==> config.mk <==
export PLATFORM = sky130hd
export DESIGN_NAME = decode_stage
export DESIGN_NICKNAME = d
export VERILOG_FILES = /design/src/rtl/decode_stage.sv
export SDC_FILE = /design/constraint.sdc
export NUM_CORES = 1
export LEC_CHECK = 0
export CAP_MARGIN = 20
export CORE_ASPECT_RATIO = 0.6
export CORE_MARGIN = 8
export CORE_UTILIZATION = 57
export DETAILED_ROUTE_END_ITERATION = 12
export DONT_BUFFER_PORTS = 1
export GPL_ROUTABILITY_DRIVEN = 0
export PLACE_DENSITY = 0.75
export SYNTH_ARGS = -nofsm -noshare
export SYNTH_HDL_FRONTEND = slang
export SYNTH_SLANG_ARGS = --single-unit
==> constraint.sdc <==
create_clock -name clk -period 1.9 [get_ports clk]
set_clock_uncertainty 0.15 [all_clocks]
set_input_delay 0.57 -clock clk [delete_from_list [all_inputs] [get_ports clk]]
set_output_delay 0.57 -clock clk [all_outputs]
set_load 0.05 [all_outputs]
==> src/rtl/decode_stage.sv <==
// -----------------------------------------------------------------------------
// decode_stage
//
// Registered RV32I (+ optional RV32M) instruction decoder between fetch and
// execute. Each accepted instruction word is decoded into a compact numeric
// control code. The code, the register fields and the PC are held in a single
// output register stage with valid/ready flow control.
//
// Illegal encodings produce an all-ones control code and raise out_illegal.
// A saturating counter tallies every accepted, non-flushed illegal word.
//
// Parameters
//   CTRL_W : control code width (must be >= 6; codes are zero-extended)
//   PC_W   : PC passthrough width
//   EN_M   : 1 = decode RV32M mul/div, 0 = treat them as illegal
//   CNT_W  : width of the saturating illegal-instruction counter
//
// Ports
//   clk, rst_n          : clock (rising edge), async active-low reset
//   flush               : kills the held result and the same-cycle input
//   in_valid / in_ready : fetch-side handshake
//   in_instr, in_pc     : raw instruction word and its PC
//   out_valid/out_ready : execute-side handshake
//   out_ctrl            : decoded control code (all ones when illegal)
//   out_rd/rs1/rs2      : instr[11:7], instr[19:15], instr[24:20]
//   out_pc              : registered PC
//   out_illegal         : held instruction is illegal
//   illegal_cnt         : saturating count of accepted illegal instructions
// -----------------------------------------------------------------------------
module decode_stage #(
  parameter int CTRL_W = 6,
  parameter int PC_W   = 32,
  parameter bit EN_M   = 1'b0,
  parameter int CNT_W  = 16
) (
  input  logic              clk,
  input  logic              rst_n,
  input  logic              flush,
  input  logic              in_valid,
  output logic              in_ready,
  input  logic [31:0]       in_instr,
  input  logic [PC_W-1:0]   in_pc,
  output logic              out_valid,
  input  logic              out_ready,
  output logic [CTRL_W-1:0] out_ctrl,
  output logic [4:0]        out_rd,
  output logic [4:0]        out_rs1,
  output logic [4:0]        out_rs2,
  output logic [PC_W-1:0]   out_pc,
  output logic              out_illegal,
  output logic [CNT_W-1:0]  illegal_cnt
);

  // Major opcodes. All legal opcodes end in 2'b11, so an instruction with
  // instr[1:0] != 2'b11 can never match and falls into the illegal default.
  localparam logic [6:0] OP_R      = 7'b0110011;
  localparam logic [6:0] OP_I      = 7'b0010011;
  localparam logic [6:0] OP_LOAD   = 7'b0000011;
  localparam logic [6:0] OP_STORE  = 7'b0100011;
  localparam logic [6:0] OP_BRANCH = 7'b1100011;
  localparam logic [6:0] OP_LUI    = 7'b0110111;
  localparam logic [6:0] OP_AUIPC  = 7'b0010111;
  localparam logic [6:0] OP_JAL    = 7'b1101111;
  localparam logic [6:0] OP_JALR   = 7'b1100111;

  localparam logic [6:0] F7_BASE   = 7'b0000000;
  localparam logic [6:0] F7_ALT    = 7'b0100000;
  localparam logic [6:0] F7_MULDIV = 7'b0000001;

  // Control codes
  localparam logic [5:0] C_ADD   = 6'd0;
  localparam logic [5:0] C_SUB   = 6'd1;
  localparam logic [5:0] C_SLL   = 6'd2;
  localparam logic [5:0] C_SLT   = 6'd3;
  localparam logic [5:0] C_SLTU  = 6'd4;
  localparam logic [5:0] C_XOR   = 6'd5;
  localparam logic [5:0] C_SRL   = 6'd6;
  localparam logic [5:0] C_SRA   = 6'd7;
  localparam logic [5:0] C_OR    = 6'd8;
  localparam logic [5:0] C_AND   = 6'd9;
  localparam logic [5:0] C_ADDI  = 6'd10;
  localparam logic [5:0] C_SLTI  = 6'd11;
  localparam logic [5:0] C_SLTIU = 6'd12;
  localparam logic [5:0] C_XORI  = 6'd13;
  localparam logic [5:0] C_ORI   = 6'd14;
  localparam logic [5:0] C_ANDI  = 6'd15;
  localparam logic [5:0] C_SLLI  = 6'd16;
  localparam logic [5:0] C_SRLI  = 6'd17;
  localparam logic [5:0] C_SRAI  = 6'd18;
  localparam logic [5:0] C_LB    = 6'd19;
  localparam logic [5:0] C_LH    = 6'd20;
  localparam logic [5:0] C_LW    = 6'd21;
  localparam logic [5:0] C_LBU   = 6'd22;
  localparam logic [5:0] C_LHU   = 6'd23;
  localparam logic [5:0] C_SB    = 6'd24;
  localparam logic [5:0] C_SH    = 6'd25;
  localparam logic [5:0] C_SW    = 6'd26;
  localparam logic [5:0] C_BEQ   = 6'd27;
  localparam logic [5:0] C_BNE   = 6'd28;
  localparam logic [5:0] C_BLT   = 6'd29;
  localparam logic [5:0] C_BGE   = 6'd30;
  localparam logic [5:0] C_BLTU  = 6'd31;
  localparam logic [5:0] C_BGEU  = 6'd32;
  localparam logic [5:0] C_LUI   = 6'd33;
  localparam logic [5:0] C_AUIPC = 6'd34;
  localparam logic [5:0] C_JAL   = 6'd35;
  localparam logic [5:0] C_JALR  = 6'd36;
  localparam logic [5:0] C_MUL   = 6'd37;  // mul..remu occupy 37..44 in funct3 order

  // Returns {illegal, code}. code is zero whenever illegal is set, so every
  // path produces a defined value.
  function automatic logic [6:0] decode_word(input logic [31:0] instr);
    logic [6:0] opcode;
    logic [2:0] f3;
    logic [6:0] f7;
    logic       ill;
    logic [5:0] code;
    opcode = instr[6:0];
    f3     = instr[14:12];
    f7     = instr[31:25];
    ill    = 1'b0;
    code   = 6'd0;
    case (opcode)
      OP_R: begin
        if (f7 == F7_BASE) begin
          case (f3)
            3'd0:    code = C_ADD;
            3'd1:    code = C_SLL;
            3'd2:    code = C_SLT;
            3'd3:    code = C_SLTU;
            3'd4:    code = C_XOR;
            3'd5:    code = C_SRL;
            3'd6:    code = C_OR;
            default: code = C_AND;
          endcase
        end else if (f7 == F7_ALT) begin
          case (f3)
            3'd0:    code = C_SUB;
            3'd5:    code = C_SRA;
            default: ill  = 1'b1;
          endcase
        end else if (EN_M && (f7 == F7_MULDIV)) begin
          code = C_MUL + {3'b000, f3};
        end else begin
          ill = 1'b1;
        end
      end
      OP_I: begin
        case (f3)
          3'd0: code = C_ADDI;
          3'd2: code = C_SLTI;
          3'd3: code = C_SLTIU;
          3'd4: code = C_XORI;
          3'd6: code = C_ORI;
          3'd7: code = C_ANDI;
          // Shift-immediates reuse funct7 as an opcode extension
          3'd1: begin
            if (f7 == F7_BASE) code = C_SLLI;
            else               ill  = 1'b1;
          end
          default: begin
            if      (f7 == F7_BASE) code = C_SRLI;
            else if (f7 == F7_ALT)  code = C_SRAI;
            else                    ill  = 1'b1;
          end
        endcase
      end
      OP_LOAD: begin
        case (f3)
          3'd0:    code = C_LB;
          3'd1:    code = C_LH;
          3'd2:    code = C_LW;
          3'd4:    code = C_LBU;
          3'd5:    code = C_LHU;
          default: ill  = 1'b1;
        endcase
      end
      OP_STORE: begin
        case (f3)
          3'd0:    code = C_SB;
          3'd1:    code = C_SH;
          3'd2:    code = C_SW;
          default: ill  = 1'b1;
        endcase
      end
      OP_BRANCH: begin
        case (f3)
          3'd0:    code = C_BEQ;
          3'd1:    code = C_BNE;
          3'd4:    code = C_BLT;
          3'd5:    code = C_BGE;
          3'd6:    code = C_BLTU;
          3'd7:    code = C_BGEU;
          default: ill  = 1'b1;
        endcase
      end
      OP_LUI:   code = C_LUI;
      OP_AUIPC: code = C_AUIPC;
      OP_JAL:   code = C_JAL;
      OP_JALR: begin
        if (f3 == 3'd0) code = C_JALR;
        else            ill  = 1'b1;
      end
      default: ill = 1'b1;
    endcase
    return {ill, code};
  endfunction

  logic              vld_q,  vld_d;
  logic [CTRL_W-1:0] ctrl_q, ctrl_d;
  logic [4:0]        rd_q,   rd_d;
  logic [4:0]        rs1_q,  rs1_d;
  logic [4:0]        rs2_q,  rs2_d;
  logic [PC_W-1:0]   pc_q,   pc_d;
  logic              ill_q,  ill_d;
  logic [CNT_W-1:0]  cnt_q,  cnt_d;

  logic              accept;
  logic [6:0]        dec;
  logic [CTRL_W-1:0] dec_ctrl;

  always_comb begin
    dec      = decode_word(in_instr);
    dec_ctrl = '0;
    if (dec[6]) dec_ctrl = '1;
    else        dec_ctrl[5:0] = dec[5:0];
  end

  // Fetch -> decode register boundary
  always_comb begin
    in_ready = !vld_q || out_ready;
    // Flush suppresses capture, but in_ready itself is not gated by it
    accept   = in_valid && in_ready && !flush;

    vld_d  = vld_q;
    ctrl_d = ctrl_q;
    rd_d   = rd_q;
    rs1_d  = rs1_q;
    rs2_d  = rs2_q;
    pc_d   = pc_q;
    ill_d  = ill_q;
    cnt_d  = cnt_q;

    if (flush) begin
      vld_d = 1'b0;
    end else if (accept) begin
      vld_d  = 1'b1;
      ctrl_d = dec_ctrl;
      rd_d   = in_instr[11:7];
      rs1_d  = in_instr[19:15];
      rs2_d  = in_instr[24:20];
      pc_d   = in_pc;
      ill_d  = dec[6];
      if (dec[6] && (cnt_q != '1)) cnt_d = cnt_q + CNT_W'(1);
    end else if (out_ready) begin
      vld_d = 1'b0;
    end
  end

  always_ff @(posedge clk or negedge rst_n) begin
    if (!rst_n) begin
      vld_q  <= 1'b0;
      ctrl_q <= '0;
      rd_q   <= '0;
      rs1_q  <= '0;
      rs2_q  <= '0;
      pc_q   <= '0;
      ill_q  <= 1'b0;
      cnt_q  <= '0;
    end else begin
      vld_q  <= vld_d;
      ctrl_q <= ctrl_d;
      rd_q   <= rd_d;
      rs1_q  <= rs1_d;
      rs2_q  <= rs2_d;
      pc_q   <= pc_d;
      ill_q  <= ill_d;
      cnt_q  <= cnt_d;
    end
  end

  assign out_valid   = vld_q;
  assign out_ctrl    = ctrl_q;
  assign out_rd      = rd_q;
  assign out_rs1     = rs1_q;
  assign out_rs2     = rs2_q;
  assign out_pc      = pc_q;
  assign out_illegal = ill_q;
  assign illegal_cnt = cnt_q;

endmodule

==> results_dict.tcl, run 1 <==
set metrics [dict create \
    rsz0062_at_grt "true" \
    worstSkewPairLatency_ps 330 \
    status "complete, but fails checks" \
    setup_viol 18 \
    slew_viol_final 0 \
    syn_area_per_cell_um2 11.5 \
    avgRoutedWirePerCell_um 21.2 \
    fin_nets 426 \
    max_freq_mhz 457 \
    ant_nets 0 \
    initial_core_util_pct 58.1 \
    dieWidth_um 117 \
    worstPathCellList "nor2b_4 > nand4_1 > o311a_1 > a311o_2 > buf_6 > nor4b_4 > xor2_1" \
    timing.hold.ws_ps -234 \
    violations "negative hold slack, negative setup slack" \
    synth-seq-cells 71 \
    yosys_warnings 0 \
    ys.flop_type "dfrtp_1" \
    drt_first_pass_iters 4 \
    p_leak_nw 1.81 \
    cts_root_buf "clkbuf_8" \
    dieArea_um2 8960 \
    netlist_area_um2 3490 \
    peakVddDrop_mv 0.882 \
    power_density_nw_per_um2 1140 \
    grt_pass1_vias 2634 \
    min_path_type "in2async" \
    port_buffers 0 \
    grt_pass1_wl_mm 14.3 \
    clockBufferDepth 2 \
    async_flop_share_pct 100 \
    min_period_ps 2190 \
    syn_to_final_growth_pct 24.6 \
    gr-total-overflow 0 \
    synth_edf_count 0 \
    htreeDepth 3 \
    layout_common_cells "dfrtp_1, buf_4, mux2_2" \
    vias_per_cell 5.88 \
    grt_max_degree 72 \
    layout.core_utilization_pct 72.4 \
    cp_slowest_cell "a311o_2" \
    clkTransAtPathRegs_ps 90 \
    setup_ws_ps -291 \
    antenna_cells 0 \
    cts_buffers 9 \
    syn_nets 374 \
    vias 2618 \
    crit_buf_inv 1 \
    crit_arrival_ps 2290 \
    cts_tree "done" \
    critPathKind "in2reg" \
    timing.slew.headroom_pct 64.7 \
    worst-path-max-fanout 11 \
    synth_cell_types 51 \
    fin_cells 445 \
    drive_gt1_share_pct 42.9 \
    drtIter0Drc 155 \
    wirelength_mm 9.45 \
    drcViolationCount 0 \
    finalCritPeriodShare_pct 115 \
    critical_path.startpoint_type "input port" \
    die_y_um 76.6 \
    rows 22 \
    cp_slowest_stage_delay_ps 480 \
    required_ps 2000 \
    hold_viol 71 \
    layout_commonest_cell "dfrtp_1" \
    yosysSeqAreaShare_pct 51.0 \
    synth_cells 304 \
    dpl.hpwl_mm 7.10 \
    n_fill_cell 420 \
    crit_family "compound AO/OA/AOI/OAI gates" \
    grtUsageTotal_pct 20.2 \
    core_area_um2 6000 \
    tightest_slew_ps 530 \
    antenna_found_initial 0 \
    end_kind "register" \
    cap_violations 0 \
    io_pins 141 \
    clock_sinks 71 \
    placed_cells 424 \
]
[report_power, final]
part	switching [W]	internal, W	total (W)	leakage [nW]
logic	0.000595	0.000407	0.00100	0.872
clock network	0.000591	0.000750	0.00134	0.104
registers	0.000850	0.00176	0.00261	0.834
total	0.00204	0.00291	0.00495	1.81
[Yosys cell counts, drive strengths merged, types with 4 or more instances]
cell type  count  area share, %
o21ai         10            1.5
buf            9            1.8
nand3          7            1.0
a21oi         13            1.9
nand2         20            2.2
nor3           7            1.4
nand2b        11            2.0
nor2          25            2.7
nand4          7            1.3
o32a           4            1.1
nor2b          5           0.90
xor2          13            3.3
dfrtp         71             51
inv            4           0.43
clkbuf         7           0.75
mux2          50             16
[final timing paths]
| kind | startpoint | depth (start not counted) | to | slack (ps) |
|---|---|---|---|---|
| setup reg to reg | illegal_cnt[1] | 6 | illegal_cnt[15] | -30 |
| hold / removal | rst_n | 0 | out_rd[3] | -230 |
| hold reg to reg | illegal_cnt[0] | 2 | illegal_cnt[1] | 510 |
| setup / recovery | in_instr[5] | 7 | illegal_cnt[5] | -290 |
| max in group asynchronous | rst_n | 0 | illegal_cnt[2] | 1700 |
| min in group clk | flush | 1 | out_valid | 150 |
[state kept, by name (all words and copies together) (netlist names)]
name,count
out_rs2,5
out_pc,32
out_illegal,1
out_rs1,5
out_rd,5
out_ctrl,6
illegal_cnt,16
out_valid,1
[area by class of cell]
| class | count | area, um2 | share of cell area, % |
|---|---|---|---|
| clock inverter | 6 | 92.6 | 2.13 |
| inverter | 4 | 15.0 | 0.346 |
| multi-input combinational | 213 | 1780 | 40.9 |
| tap | 84 | 105 | 2.42 |
| sequential | 71 | 1780 | 40.9 |
| clock buffer | 10 | 128 | 2.94 |
| timing repair buffer | 57 | 450 | 10.4 |
[per-stage QoR]
stage / hold slack (ps) / TNS, ps / cell area (um2) / power [W] / setup WS, ps
5_1_grt: -262 / -3710 / 4340 / 0.00514 / -296
3_3_place_gp: 126 / -15210 / 3920 / 0.00354 / -613
3_5_place_dp: 126 / -16720 / 3920 / 0.00359 / -720
2_1_floorplan: 124 / -22440 / 3520 / 0.00329 / -671
4_1_cts: -252 / -4050 / 4210 / 0.00496 / -291
6_report: -234 / -3220 / 4340 / 0.00495 / -291
[what timing repair did]
action	4_1_cts	5_1_grt
resized for setup	11	24
pin swaps	8	14
hold endpoints to repair	71	71
setup endpoints to repair	24	57
buffers inserted	2	4
[logic make-up (layout without fill, tap and decap cells)]
logic type | after synthesis | count (layout) | synth area share (%)
muxes | 50 | 50 | 16.2
DFF | 71 | 71 | 51.0
and+or+nand+nor | 100 | 100 | 16.2
adders and majority gates | 1 | 1 | 0.359
buffers and inverters | 20 | 77 | 3.02
xor gates and xnor gates | 15 | 15 | 3.77
AOI/OAI and AO/OA | 47 | 47 | 9.55
[per-layer routing]
layer	part of all wire, %	GRT usage [%]	vias up
met1	40	26.0	1262
met5	0	0	-
li1	-	-	1197
met4	0.85	3.68	0
met2	46	30.3	151
met3	14	9.81	8
No activity file was read; power rests on OpenSTA's default activity.
==> inputs of run 2 (changes only) <==
Settings changed: SKIP_CTS_REPAIR_TIMING from default to 1.
==> run 2 against run 1 <==
Compared with the run above: the flow still finishes with violations (negative hold slack, negative setup slack); combinational power is essentially flat; maximum frequency shrank 1.3%; sequential power is essentially flat; hold slack is essentially flat; register-to-register slack lost 50 ps; global-route usage shrank 0.15 points; utilization shrank 1.5 points; design area shrank 2.0%; worst setup slack lost 28 ps; critical path type unchanged; critical endpoint is now illegal_cnt[15]; largest cell class unchanged; largest power group unchanged.
==> results_dict.tcl, run 2 (same netlist as run 1, synthesis figures left out) <==
set metrics [dict create \
    crit_arrival_ps 2280 \
    n_fill_cell 429 \
    port_buffers 0 \
    grt_max_degree 72 \
    status "complete, but fails checks" \
    slew_viol_final 0 \
    r2r_setup_slack_ps -80 \
    violations "negative hold slack, negative setup slack" \
    layout_commonest_cell "dfrtp_1" \
    hold_viol 71 \
    power_density_nw_per_um2 1150 \
    placed_cells 424 \
    antenna_found_initial 0 \
    grt.met1_usage_pct 25.9 \
    layout_common_cells "dfrtp_1, buf_4, mux2_2" \
    max_freq_mhz 451 \
    drt_first_pass_iters 4 \
    finalCritPeriodShare_pct 117 \
    setup_ws_ps -318 \
    fin_nets 423 \
    peakVddDrop_mv 0.870 \
    clockBufferDepth 2 \
    worst-path-max-fanout 11 \
    grt_pass1_wl_mm 14.2 \
    drcViolationCount 0 \
    crit_end "illegal_cnt[15]" \
    drtIter0Drc 179 \
    busiest_layer "met2" \
    required_ps 1960 \
    regArea_um2 1780 \
    multiInputGateArea_um2 1720 \
    critPathKind "in2reg" \
    end_kind "register" \
    ant_nets 0 \
    gr-usage-met2_pct 30.0 \
    worstSkewPairLatency_ps 330 \
    cts_buffers 9 \
    avgRoutedWirePerCell_um 20.9 \
    largest_reg_flops 32 \
    critical_path.startpoint_type "input port" \
    cts_tree "done" \
    rows 22 \
    min_period_ps 2220 \
    htreeDepth 3 \
    die_y_um 76.6 \
    dpl.hpwl_mm 7.10 \
    setup_viol 20 \
    power.total_w 0.00491 \
    gr-total-overflow 0 \
    critPathLaunch "in_instr[5]" \
    drive_gt1_share_pct 40.5 \
    fin_cells 442 \
    cts_root_buf "clkbuf_8" \
    syn_to_final_growth_pct 22.1 \
    vias_per_cell 5.90 \
    grt_pass1_vias 2618 \
    clock_sinks 71 \
    dieArea_um2 8960 \
    wirelength_mm 9.24 \
    clkTransAtPathRegs_ps 90 \
    r2r-start "illegal_cnt[1]" \
    timing.slew.headroom_pct 65.2 \
    preCtsSetupSlack_ps -720 \
    tightest_slew_ps 521 \
    io_pins 141 \
    met3_usage_pct 9.73 \
    antenna_cells 0 \
    initial_core_util_pct 58.1 \
    worstReg2RegEnd "illegal_cnt[13]" \
    cap_violations 0 \
    timing.hold.ws_ps -234 \
    rsz0062_at_grt "true" \
    min_path_type "in2async" \
    dieWidth_um 117 \
    vias 2608 \
    r2r_cells 7 \
    p_leak_nw 1.77 \
    grtUsageTotal_pct 20.1 \
    core_area_um2 6000 \
]
## run 2: changes by cell type in the layout (fill, tap and decap cells not counted), moves of 2 or more
cell,before,now
a21oi_1,11,13
a21oi_2,2,0
buf_6,6,4
nor2_2,1,3
nor2_4,5,3
## run 2: report_power, final
part | internal, W | switching [W] | total (W)
clock | 0.000750 | 0.000586 | 0.00134
sequential | 0.00176 | 0.000848 | 0.00260
combinational | 0.000391 | 0.000578 | 0.000969
total | 0.00290 | 0.00201 | 0.00491
## run 2: per-stage QoR
step	setup TNS (ps)	instance area [um2]	util (%)
floorplan	-22440	3520	-
global placement	-15210	3920	65.4
detailed placement	-16720	3920	65.4
CTS	-4320	4140	69.0
global route	-4760	4260	70.9
finish	-3990	4260	70.9
## run 2: per-layer routing
metal	part of all wire (%)	up-vias
li1	-	1194
met5	0	-
met3	15	6
met1	40	1261
met2	45	147
met4	0.45	0
## run 2: worst max-delay path, cell delays in order
cell,delay [ps]
nor2b_4,120
nand4_1,120
o311a_1,420
a311o_2,480
buf_4,160
nor2_2,90
mux2_4,300
## run 2: how the worst min path moves through the flow
stage | startpoint | slack, ps | endpoint
4_1_cts | rst_n | -250 | out_rd[3]
3_3_place_gp | rst_n | 130 | out_rd[3]
6_report | rst_n | -230 | out_rd[3]
3_5_place_dp | rst_n | 130 | out_rd[3]
2_1_floorplan | rst_n | 120 | illegal_cnt[0]
5_1_grt | rst_n | -260 | out_rs1[2]
## run 2: layout make-up
cell class	count	area share (%)
flip-flops and latches	71	41.7
multi-input cells	213	40.4
clock buffers	10	3.00
inverters	4	0.353
well taps	84	2.47
repair buffers	54	9.88
clock inverters	6	2.18
==> inputs of run 3 (changes only) <==
Settings changed: CTS_CLUSTER_DIAMETER from default to 150.
==> results of run 3 <==
No change in the layout: final DEF, timing and power equal those of run 2.
